`config.mk`:
```
export PLATFORM = sky130hd
export DESIGN_NAME = rtmq_cdc_tx
export DESIGN_NICKNAME = d
export VERILOG_FILES = /design/src/rtl/rtmq_cdc_pkg.sv /design/src/rtl/rtmq_sync_bit.sv /design/src/rtl/rtmq_cdc_tx.sv
export SDC_FILE = /design/constraint.sdc
export NUM_CORES = 1
export LEC_CHECK = 0
export BUFFER_PORTS_ARGS = -buffer_cell sky130_fd_sc_hd__buf_4
export CAP_MARGIN = 20
export CELL_PAD_IN_SITES_DETAIL_PLACEMENT = 0
export CELL_PAD_IN_SITES_GLOBAL_PLACEMENT = 2
export CORE_AREA = 2 2 39 41
export CTS_CLUSTER_SIZE = 20
export DETAILED_ROUTE_END_ITERATION = 8
export DIE_AREA = 0 0 41 43
export PLACE_DENSITY_LB_ADDON = 0.1
export RECOVER_POWER = 50
export SYNTH_ARGS = -nofsm -noshare
export SYNTH_HDL_FRONTEND = slang
export SYNTH_HIERARCHICAL = 1
export SYNTH_SLANG_ARGS = --single-unit
export TNS_END_PERCENT = 5
```
`constraint.sdc`:
```
create_clock -name clk -period 2.3 [get_ports clk]
set_input_delay 0.575 -clock clk [delete_from_list [all_inputs] [get_ports clk]]
set_output_delay 0.575 -clock clk [all_outputs]
set_load 0.02 [all_outputs]
```
`src/rtl/rtmq_cdc_pkg.sv`:
```
// Shared definitions for the RTMQ CDC transmit slice: FSM state type and
// synchronizer depth limits.
package rtmq_cdc_pkg;

  typedef enum logic {
    IDLE = 1'b0,
    WAIT = 1'b1
  } rtmq_cdc_state_t;

  localparam int unsigned N_STG_MIN = 2;
  localparam int unsigned N_STG_MAX = 4;

endpackage

```
`src/rtl/rtmq_sync_bit.sv`:
```
// Single-bit multi-flop synchronizer with async active-low reset.
// Stages are kept as discrete registers (no shift-register extraction) so
// every stage gets full metastability resolution time.
module rtmq_sync_bit
  import rtmq_cdc_pkg::*;
#(
  parameter int unsigned N_STG = 2
) (
  input  logic clk,
  input  logic rst_n,
  input  logic d,
  output logic q
);

  if (N_STG < N_STG_MIN || N_STG > N_STG_MAX) begin : g_bad_n_stg
    $error("rtmq_sync_bit: N_STG out of range");
  end

  (* srl_style = "register" *) logic [N_STG-1:0] stg;

  // Plain flop chain, no logic between stages.
  always_ff @(posedge clk or negedge rst_n) begin
    if (!rst_n) begin
      stg <= '0;
    end else begin
      stg <= {stg[N_STG-2:0], d};
    end
  end

  assign q = stg[N_STG-1];

endmodule

```
`src/rtl/rtmq_cdc_tx.sv`:
```
// Toggle-handshake CDC transmitter. A word is latched into xfr_dat and
// xfr_req is inverted; both are held stable until the synchronized ack
// toggle matches xfr_req, then done pulses and a new word may be taken.
// Optional feature macro: RTMQ_CDC_TX_TMO_EN adds an ack timeout counter
// and the sticky err output.
module rtmq_cdc_tx
  import rtmq_cdc_pkg::*;
#(
  parameter int unsigned W_BUS   = 1,
  parameter int unsigned N_STG   = 2,
  parameter int unsigned TMO_CYC = 1023
) (
  input  logic             clk,
  input  logic             rst_n,
  input  logic [W_BUS-1:0] inp,
  input  logic             inp_vld,
  output logic             inp_rdy,
  output logic [W_BUS-1:0] xfr_dat,
  output logic             xfr_req,
  input  logic             xfr_ack,
  output logic             done
`ifdef RTMQ_CDC_TX_TMO_EN
  ,
  output logic             err
`endif
);

  if (W_BUS == 0 || W_BUS > 256) begin : g_bad_w_bus
    $error("rtmq_cdc_tx: W_BUS out of range");
  end
  if (TMO_CYC == 0) begin : g_bad_tmo
    $error("rtmq_cdc_tx: TMO_CYC must be nonzero");
  end

  rtmq_cdc_state_t state;
  logic            ack_s;

  rtmq_sync_bit #(
    .N_STG(N_STG)
  ) u_ack_sync (
    .clk  (clk),
    .rst_n(rst_n),
    .d    (xfr_ack),
    .q    (ack_s)
  );

  // Handshake FSM; inp_rdy and done are registered alongside the state.
  always_ff @(posedge clk or negedge rst_n) begin
    if (!rst_n) begin
      state   <= IDLE;
      inp_rdy <= 1'b1;
      xfr_dat <= '0;
      xfr_req <= 1'b0;
      done    <= 1'b0;
    end else begin
      done <= 1'b0;
      case (state)
        IDLE: begin
          if (inp_vld) begin
            xfr_dat <= inp;
            xfr_req <= ~xfr_req;
            inp_rdy <= 1'b0;
            state   <= WAIT;
          end
        end
        WAIT: begin
          if (ack_s == xfr_req) begin
            inp_rdy <= 1'b1;
            done    <= 1'b1;
            state   <= IDLE;
          end
        end
        default: begin
          inp_rdy <= 1'b1;
          state   <= IDLE;
        end
      endcase
    end
  end

`ifdef RTMQ_CDC_TX_TMO_EN
  localparam int unsigned TMO_W = (TMO_CYC < 2) ? 1 : $clog2(TMO_CYC + 1);

  logic [TMO_W-1:0] tmo_cnt;

  // Counts edges spent in WAIT, saturating at TMO_CYC; err is sticky.
  always_ff @(posedge clk or negedge rst_n) begin
    if (!rst_n) begin
      tmo_cnt <= '0;
      err     <= 1'b0;
    end else if (state == IDLE) begin
      tmo_cnt <= '0;
    end else if (tmo_cnt != TMO_W'(TMO_CYC)) begin
      tmo_cnt <= tmo_cnt + 1'b1;
      if (tmo_cnt == TMO_W'(TMO_CYC - 1)) begin
        err <= 1'b1;
      end
    end
  end
`endif

endmodule

```
* Word-level counts from Yosys, hierarchy flattened
Index checks and enable logic that the tools add are counted.
Word-level totals: register bits 7, latch bits 0, memory bits (writable) 0, bits in read-only memories 0, output and inout port bits 4, memories 0
Operators by class: add/sub/neg operators 0, multipliers 0, divide/modulo/power cells 0, magnitude comparators 0, eq/ne operators 3, shifts and indexed selects 0, multiplexer cells 8, bitwise gates (word level) 2, reductions and logical operators 2
Operators with widths (count):
- $mux 1 | 6
- $pmux 1 s2 | 2
- $reduce_and 2->1 | 2
- $ne 2x1->1 const B | 1
- $ne 2x2->1 const B | 1
- $not 1->1 | 2
- $eq 1x1->1 | 1

* Depth between registers and ports, before layout
depth after elaboration 3, gate-level depth with buffers 2, mapped depth without buffers 2

* Modules after synthesis
Netlist, hierarchy kept.
By module, submodules not included:
- rtmq_cdc_tx | instances 1, cells each 15, area an instance 206.4 sq um, sequential area each 126.4 sq um
- rtmq_sync_bit | instances 1, cells each 2, area an instance 50.0 sq um, sequential area each 50.0 sq um

* Worst setup path before layout
No wires, ideal clock.
path kind flip-flop to output port, start register inp_rdy, end output inp_rdy, data arrival time 0.565 ns, data required time 1.725 ns, path slack 1.160 ns, stages on the path, launching flop included 1, path buffers 0, cell sequence dfstp_2
RTL lines:
- start, declared | line rtmq_cdc_tx.sv:17 | output logic inp_rdy,
- start signal, assigned | line rtmq_cdc_tx.sv:51 | inp_rdy <= 1'b1;
- start signal, assigned | line rtmq_cdc_tx.sv:62 | inp_rdy <= 1'b0;
- start signal, assigned | line rtmq_cdc_tx.sv:68 | inp_rdy <= 1'b1;
No word-level cell between the ends.

* Worst setup path after layout
start register inp_rdy, end output inp_rdy
No word-level cell between the ends.

==> flow_metrics.env <==
export IMPL_track_usage_pct=6.471
export IMPL_worst_slack_ps=811.4
export IMPL_ant_nets=0
export IMPL_core_area_um2=1384
export IMPL_r2r_start="state$_DFF_PN0_"
export IMPL_worst_path_buf_inv=1
export IMPL_drive_gt1_share_pct=48.28
export IMPL_crit_slowest_cell="dfstp_2"
export IMPL_crit_type="register to output pin"
export IMPL_finalNetCount=35
export IMPL_setup_worst_path_start="inp_rdy$_DFFE_PN1P_"
export IMPL_slew_headroom_pct=74.56
export IMPL_critPathArrivalTime_ps=910
export IMPL_syn_nets=22
export IMPL_die_area_um2=1763
export IMPL_cts_hold_buf=0
export IMPL_critPathRequiredTime_ps=1730
export IMPL_cts_tree="done"
export IMPL_rsz0062_at_grt="no"
export IMPL_clk_path_buf_depth=2
export IMPL_viasPerCell=3.733
export IMPL_holdWs_ps=211.8
export IMPL_max_stage_delay_ps=530
export IMPL_grt_pass1_wl_um=648
export IMPL_setup_viol=0
export IMPL_die_h_um=43
export IMPL_maxCapViolCount=0
export IMPL_yosysWarnings=6
export IMPL_wl_met3_um=66
export IMPL_drtIter0Drc=0
export IMPL_ios=9
export IMPL_avgSynthCellArea_um2=15.09
export IMPL_yosysSeqAreaShare_pct=68.78
export IMPL_placed_area_um2=336.6
export IMPL_antenna_found_initial=0
export IMPL_routed_wirelength_um=424
export IMPL_finalHoldViolCount=0
export IMPL_post_route_cell_area_um2=359.1
export IMPL_syn_area_um2=256.5
export IMPL_start_util_pct=18.54
export IMPL_antennaDiodeCount=0
export IMPL_power_density_nw_per_um2=1407
export IMPL_worst_pin_slew_ps=381.6
export IMPL_root_buffer="clkbuf_4"
export IMPL_area_growth_pct=40.00
export IMPL_topRoutingLayerUsed="met3"
export IMPL_overflow=0
export IMPL_dieWidth_um=41
export IMPL_port_buffers=8
export IMPL_drt_met1_wl_um=184
export IMPL_period_minus_slack_ps=1489
export IMPL_ctsHtreeMaxLevel=1
export IMPL_irDropWorstVdd_mv=0.3855
export IMPL_fin_skew_ps=2.863
export IMPL_grt_pass1_vias=147
export IMPL_clk_pin_slew_ps=50
export IMPL_cts_resized=0
export IMPL_layout_cells_non_filler=45
export IMPL_num_rows=14
export IMPL_drc=0
export IMPL_hold_path_class="input pin to asynchronous set/reset pin"
export IMPL_cp_cell_sequence="buf_4"
export IMPL_final_max_slew_violation_count=0
export IMPL_cts_buffers_inserted=3
export IMPL_gp_congestion=0.5649
export IMPL_cts_num_sinks=7
export IMPL_fin_crit_sh_pct=64.72
export IMPL_first_pass_iters=1
export IMPL_crit_path_start_kind="register"
export IMPL_preCtsSetupSlack_ps=1074
export IMPL_yosysUniqueCellTypes=11
export IMPL_grt_max_degree=8
export IMPL_clkLatencyLatePin_ps=250
export IMPL_worstSetupEndpointType="output pin"
export IMPL_synth_seq_cells=7
export IMPL_cp_max_fo=3
export IMPL_dp_cells=41
export IMPL_cts_setup_buffers=0
export IMPL_setup_tns_ps=0
export IMPL_wl_per_cell_um=9.422
export IMPL_leakage_nw=0.1635
export IMPL_syn_inst=17
export IMPL_critPathTopFamily="flip-flops"
export IMPL_dr_wl_met2_um=174
export IMPL_clock_fmax_mhz=671.8
export IMPL_outcome="complete, no violations"
export IMPL_num_vias=168
## power by group
part	switching, mW	leakage, nW	internal [mW]
combinational	0.0837	0.0672	0.103
sequential	0.0340	0.0813	0.173
clock	0.0454	0.0150	0.0662
total	0.163	0.163	0.342
## metrics by stage
stage	util (%)	total power, mW
after CTS	26.22	0.5207
after global routing	25.95	0.5413
after global placement	24.32	0.3993
after floorplan	-	0.3256
final	25.95	0.5052
after detailed placement	24.32	0.4011
## flip-flops by register name (all words and copies together) (netlist names)
| register | cells |
|---|---|
| u_ack_sync/stg | 2 |
| done | 1 |
| inp_rdy | 1 |
| state | 1 |
| xfr_dat | 1 |
| xfr_req | 1 |
## synthesized netlist by cell type
| cell type | instances | area (um2) |
|---|---|---|
| nor2_1 | 1 | 3.750 |
| and2_1 | 1 | 6.260 |
| nor2b_1 | 1 | 6.260 |
| dfstp_2 | 1 | 26.28 |
| nand2b_4 | 1 | 13.76 |
| and2_2 | 1 | 7.510 |
| a211o_1 | 1 | 8.760 |
| dfrtp_1 | 6 | 150.1 |
| a21oi_1 | 1 | 5.000 |
| xnor2_1 | 2 | 17.52 |
| mux2_2 | 1 | 11.26 |
## logic make-up (layout without fill, tap and decap cells)
logic type | Yosys count | in the layout | synth area share [%]
flip-flops | 7 | 7 | 68.78
buffers and inverters | 0 | 12 | 0
XOR/XNOR | 2 | 2 | 6.831
AND/OR/NAND/NOR | 5 | 5 | 14.64
AO/OA/AOI/OAI | 2 | 2 | 5.365
multiplexers | 1 | 1 | 4.390
## cell type report
| cell class | instances | area, um2 |
|---|---|---|
| multi-input cells | 10 | 80.08 |
| repair buffers | 8 | 56.30 |
| flip-flops and latches | 7 | 176.4 |
| well taps | 16 | 20.02 |
| clock buffers | 4 | 26.28 |
| fillers | 149 | 1025 |
## path summary, 6_finish.rpt
check | end | slack [ps] | depth (start not counted)
max | inp_rdy | 810 | 1
max reg2reg | xfr_dat$_DFFE_PN0P_ | 1280 | 2
max in group asynchronous | inp_rdy$_DFFE_PN1P_ | 1780 | 1
min | state$_DFF_PN0_ | 210 | 1
min reg2reg | u_ack_sync/stg[1]$_DFF_PN0_ | 350 | 0
min in group clk | u_ack_sync/stg[1]$_DFF_PN0_ | 350 | 0
## placed cells by master, fill, tap and decap left out, drive strengths merged
cell type / instances
clkbuf: 6
dfrtp: 6
dfstp: 1
nor2b: 1
mux2: 1
nand2b: 1
buf: 6
xnor2: 2
and2: 2
a21oi: 1
nor2: 1
a211o: 1
## routing by layer
metal | track usage, % | up-vias
met3 | 7.853 | 0
met5 | 0 | -
li1 | - | 79
met2 | 5.938 | 12
met1 | 7.895 | 77
met4 | 4.000 | 0
Note: power is estimated with default switching activity, not from simulation.
